`src/rtl/dmem_lsu.sv`:
```
// dmem_lsu: load/store sequencer for a single-port, sync-read data memory.
// Sub-word stores do read-modify-write; loads are lane-extracted and extended.
module dmem_lsu #(
  parameter int ADDR_BITS   = 10,
  parameter int MEM_LATENCY = 1
) (
  input  logic                 clock,
  input  logic                 reset_n,
  input  logic                 req_valid,
  output logic                 req_ready,
  input  logic                 req_write,
  input  logic [1:0]           req_size,
  input  logic                 req_signed,
  input  logic [ADDR_BITS+1:0] req_addr,
  input  logic [31:0]          req_wdata,
  output logic                 rsp_valid,
  output logic [31:0]          rsp_rdata,
  output logic                 rsp_misaligned,
  output logic [ADDR_BITS-1:0] mem_address,
  output logic [31:0]          mem_data,
  output logic                 mem_wren,
  input  logic [31:0]          mem_q
);

  typedef enum logic [2:0] {
    IDLE, ISSUE, WAIT, WRITE, RESP
  } state_t;

  typedef struct packed {
    logic        wr;
    logic [1:0]  size;
    logic        sgn;
    logic [1:0]  lane;
    logic [31:0] wdata;
  } op_t;

  state_t               state, state_n;
  op_t                  op, op_n;
  logic [1:0]           cnt, cnt_n;
  logic                 ready_n, rv_n, mis_n, wren_n;
  logic [31:0]          rd_n, data_n;
  logic [ADDR_BITS-1:0] addr_n;
  logic                 accept, misal, wstore;
  logic [4:0]           sh;
  logic [31:0]          mask, lane_q, merged, loaded;

  assign accept = req_valid & req_ready;
  assign misal  = (req_size == 2'b11)
                | ((req_size == 2'b01) & req_addr[0])
                | ((req_size == 2'b10) & (|req_addr[1:0]));
  assign wstore = req_write & (req_size == 2'b10) & ~misal;

  // one shift amount serves both the store merge and the load extract
  assign sh     = (op.size == 2'b00) ? {op.lane, 3'b000}
                                     : {op.lane[1], 4'b0000};
  assign mask   = (op.size == 2'b00) ? (32'h0000_00ff << sh)
                                     : (32'h0000_ffff << sh);
  assign merged = (mem_q & ~mask) | ((op.wdata << sh) & mask);
  assign lane_q = mem_q >> sh;

  always_comb begin
    loaded = mem_q;
    unique case (op.size)
      2'b00:   loaded = {{24{op.sgn & lane_q[7]}}, lane_q[7:0]};
      2'b01:   loaded = {{16{op.sgn & lane_q[15]}}, lane_q[15:0]};
      default: loaded = mem_q;
    endcase
  end

  always_comb begin
    state_n = state;
    op_n    = op;
    cnt_n   = cnt;
    ready_n = 1'b0;
    rv_n    = 1'b0;
    rd_n    = 32'h0;
    mis_n   = 1'b0;
    addr_n  = mem_address;
    data_n  = mem_data;
    wren_n  = 1'b0;
    unique case (state)
      IDLE: begin
        ready_n = 1'b1;
        if (accept) begin
          ready_n = 1'b0;
          op_n    = '{req_write, req_size, req_signed,
                      req_addr[1:0], req_wdata};
          unique case (1'b1)
            misal: begin
              state_n = RESP;
              rv_n    = 1'b1;
              mis_n   = 1'b1;
            end
            wstore: begin
              state_n = WRITE;
              addr_n  = req_addr[ADDR_BITS+1:2];
              data_n  = req_wdata;
              wren_n  = 1'b1;
            end
            default: begin
              state_n = ISSUE;
              addr_n  = req_addr[ADDR_BITS+1:2];
            end
          endcase
        end
      end
      ISSUE: begin
        state_n = WAIT;
        cnt_n   = 2'(MEM_LATENCY - 1);
      end
      WAIT: begin
        if (cnt != 2'd0) begin
          cnt_n = cnt - 2'd1;
        end else if (op.wr) begin
          state_n = WRITE;
          data_n  = merged;
          wren_n  = 1'b1;
        end else begin
          state_n = RESP;
          rv_n    = 1'b1;
          rd_n    = loaded;
        end
      end
      WRITE: begin
        state_n = RESP;
        rv_n    = 1'b1;
      end
      RESP: begin
        state_n = IDLE;
        ready_n = 1'b1;
      end
      default: state_n = IDLE;
    endcase
  end

  always_ff @(posedge clock or negedge reset_n) begin
    if (!reset_n) begin
      state          <= IDLE;
      op             <= '0;
      cnt            <= 2'd0;
      req_ready      <= 1'b0;
      rsp_valid      <= 1'b0;
      rsp_rdata      <= 32'h0;
      rsp_misaligned <= 1'b0;
      mem_address    <= '0;
      mem_data       <= 32'h0;
      mem_wren       <= 1'b0;
    end else begin
      state          <= state_n;
      op             <= op_n;
      cnt            <= cnt_n;
      req_ready      <= ready_n;
      rsp_valid      <= rv_n;
      rsp_rdata      <= rd_n;
      rsp_misaligned <= mis_n;
      mem_address    <= addr_n;
      mem_data       <= data_n;
      mem_wren       <= wren_n;
    end
  end

endmodule
```
`config.mk`:
```
export PLATFORM = sky130hd
export DESIGN_NAME = dmem_lsu
export DESIGN_NICKNAME = d
export VERILOG_FILES = /design/src/rtl/dmem_lsu.sv
export SDC_FILE = /design/constraint.sdc
export NUM_CORES = 1
export LEC_CHECK = 0
export CORE_MARGIN = 10
export CORE_UTILIZATION = 51
export CTS_CLUSTER_SIZE = 25
export DETAILED_ROUTE_END_ITERATION = 12
export MAX_ROUTING_LAYER = met4
export PLACE_DENSITY = 0.85
export SLEW_MARGIN = 40
export SYNTH_ARGS = -nofsm -noshare
export SYNTH_HDL_FRONTEND = slang
export SYNTH_SLANG_ARGS = --single-unit
```
`constraint.sdc`:
```
create_clock -name clock -period 5.14 [get_ports clock]
set_input_delay 1.028 -clock clock [delete_from_list [all_inputs] [get_ports clock]]
set_output_delay 1.028 -clock clock [all_outputs]
set_load 0.02 [all_outputs]
```
==> flow_summary.ini <==
[clocking]
cts.path.max_buffers = 2
cts_max_level = 3
cts_setup_buffers = 0
post_cts_resized = 0
cts.clk_slew.worst_paths_ns = 0.09
ctsRootBufferMaster = clkbuf_8
insertion_delay_ns = 0.37
ctsHoldBuffers = 0
clkSinkCount = 105
tritoncts = done
cts_buffers = 9

[setup_path]
end_kind = flip-flop
arrival_ns = 2.94
timing.critical_path.buf_inv = 2
crit_path_start = req_addr[0]
slowest_stage = clkdlybuf4s50_1
path_depth = 6
worstPathRequired_ns = 5.39
reg2reg_to = rsp_rdata[6]
cp-endpoint = mem_data[22]
cp_cell_sequence = clkdlybuf4s50_1 -> nor3_1 -> and3_1 -> a32o_1 -> buf_4 -> mux2_2
r2r_setup_slack_ns = 2.62
worst-setup-path-type = primary input to flip-flop
path_delay_family = buffers and inverters
cp_max_fo = 33
slowest_delay_ns = 0.48
r2r-start = op[36]
rr_worst_depth = 5
cp-start-kind = primary input

[routing]
viasPerCell = 5.95
drc = 0
vias = 4721
drt_wl_total_um = 16400
drt_pre_antenna_iters = 7
drt_iter0_markers = 497
avgRoutedWirePerCell_um = 20.6
final_antenna_net_count = 0

[global_routing]
track_usage_pct = 22.4
grt_pass1_vias = 4755
grt_max_degree = 60
gr-total-overflow = 0
grt_pass1_wl_um = 25800
antenna_found_initial = 0

[finish]
fillers = 734
diodes = 0
syn_to_final_growth_pct = 34.1
fin_util_pct = 69.5
seq_area_um2 = 2630
design_area_um2 = 7110
final_nets = 736
multiInputGateArea_um2 = 2410
drive_gt1_share_pct = 14.2

[logic_synthesis]
synth_area_per_cell_um2 = 10.2
ys_seq_area_share_pct = 49.5
ys_top_cells_by_area = dfrtp_1, mux2_2, o21ai_0
netlist_area_um2 = 5310
netlist_top_cells_count = dfrtp_1, mux2_2, nor2_1, nand2_1, o21ai_0
synth_flop_cell = dfrtp_1
syn-num-nets = 605
synth.distinct_cells = 43
syn-instance-count = 521
synth_fa_ha_area_share_pct = 0.236
synth_edf_count = 0
synth_compound_area_share_pct = 18.0
yosys.area.top_type = dfrtp_1
synth_mux_area_share_pct = 14.1
yosysWarnings = 0
synthXorXnorAreaFrac_pct = 0
synth_top_family_by_area = compound AO/OA/AOI/OAI gates
ys_seq_elements = 105
synth_simple_gate_area_share_pct = 12.6
async_flop_share_pct = 100
synth_top_area_share_pct = 49.5
yosysMostFrequentCell = dfrtp_1

[run_status]
status = finished clean

[power]
power_density_nw_per_um2 = 593
p_leak_nw = 2.98
ir_drop_mv = 0.345

[die]
start_util_pct = 51.9
fp-row-count = 37
core_area_um2 = 10200
die-area_um2 = 14900
fp.dieW_um = 122
pin_count = 161
fp.dieH_um = 122

[place]
dp_hpwl_um = 12000
port_buffers = 160
placed_cell_area_um2 = 6890
dp_slack_ns = 2.07
place.gp.congestion = 0.972

[sta]
setup_viol = 0
tightest_slew_ns = 0.780
hold_viol = 0
skew_ns = 0.0144
rsz0062_at_grt = no
period_share_pct = 52.3
slew_violations = 0
period_minus_slack_ns = 2.69
setup_ws_ns = 2.45
fin_tns_setup_ns = 0
slew_headroom_pct = 48.0
max_freq_mhz = 372

[flow_run]
maxCapViolations = 0

[min_path]
hold_path.class = flip-flop to flip-flop
how the worst min path moves through the flow:
stage,cells after the start,slack [ns],from,end
2_1_floorplan,1,0.47,op[10],op[10]
3_3_place_gp,1,0.48,op[8],op[8]
3_5_place_dp,1,0.49,op[8],op[8]
4_1_cts,1,0.51,op[11],op[11]
5_1_grt,1,0.53,op[8],op[8]
6_report,1,0.51,op[11],op[11]
metrics by stage:
stage,hold slack (ns),instances,power (mW)
5_1_grt,0.533,793,4.49
3_3_place_gp,0.485,776,3.61
3_5_place_dp,0.490,776,3.68
2_1_floorplan,0.474,521,2.86
6_report,0.510,793,4.22
4_1_cts,0.511,792,4.21
registers in the layout, summed over array words and instances, names as in the netlist:
| register | count |
|---|---|
| rsp_valid | 1 |
| cnt | 2 |
| mem_wren | 1 |
| state | 3 |
| rsp_misaligned | 1 |
| mem_address | 10 |
| req_ready | 1 |
| rsp_rdata | 32 |
| mem_data | 32 |
| op | 22 |
logic make-up (layout without fill, tap and decap cells):
family / after synthesis / in the layout
compound gates: 145 / 145
simple gates: 144 / 144
flops: 105 / 105
mux: 67 / 67
buf+inv: 59 / 195
fa+ha+maj: 1 / 1
power breakdown:
part	switching, mW	internal [mW]
Clock	0.281	0.240
Combinational	1.28	1.02
Sequential	0.249	1.14
area by class of cell:
cell class	count	area share, %
Sequential cell	105	36.9
Multi-Input combinational cell	357	33.8
Timing Repair Buffer	167	23.4
Tap cell	136	2.39
Clock buffer	12	2.04
Clock inverter	4	0.739
Inverter	12	0.633
layout by cell type, fill, tap and decap left out, types with 2 or more instances in the layout:
master,count
or3_1,8
buf_4,7
nor2_1,54
nor3_1,19
a31oi_1,18
nand2_1,41
o221ai_1,2
a221oi_1,7
a22o_1,2
nor2b_1,10
a21oi_1,26
clkinv_4,2
a21oi_2,2
nor3b_4,2
clkbuf_1,2
clkdlybuf4s50_1,159
clkbuf_8,10
inv_2,2
mux2_2,61
o31ai_1,16
mux2i_1,6
a211oi_1,7
nand4_1,2
o21ai_0,42
inv_1,10
dfrtp_1,105
o311a_1,16
metal layers:
metal / GRT usage, % / vias up / wire (um) / part of all wire [%]
li1: - / 2144 / - / -
met1: 28.7 / 2289 / 6730 / 41
met2: 33.9 / 256 / 7740 / 47
met3: 6.38 / 32 / 1530 / 9.4
met4: 5.96 / 0 / 367 / 2.2
met5: - / - / 0 / 0
Note: power is estimated with default switching activity, not from simulation.
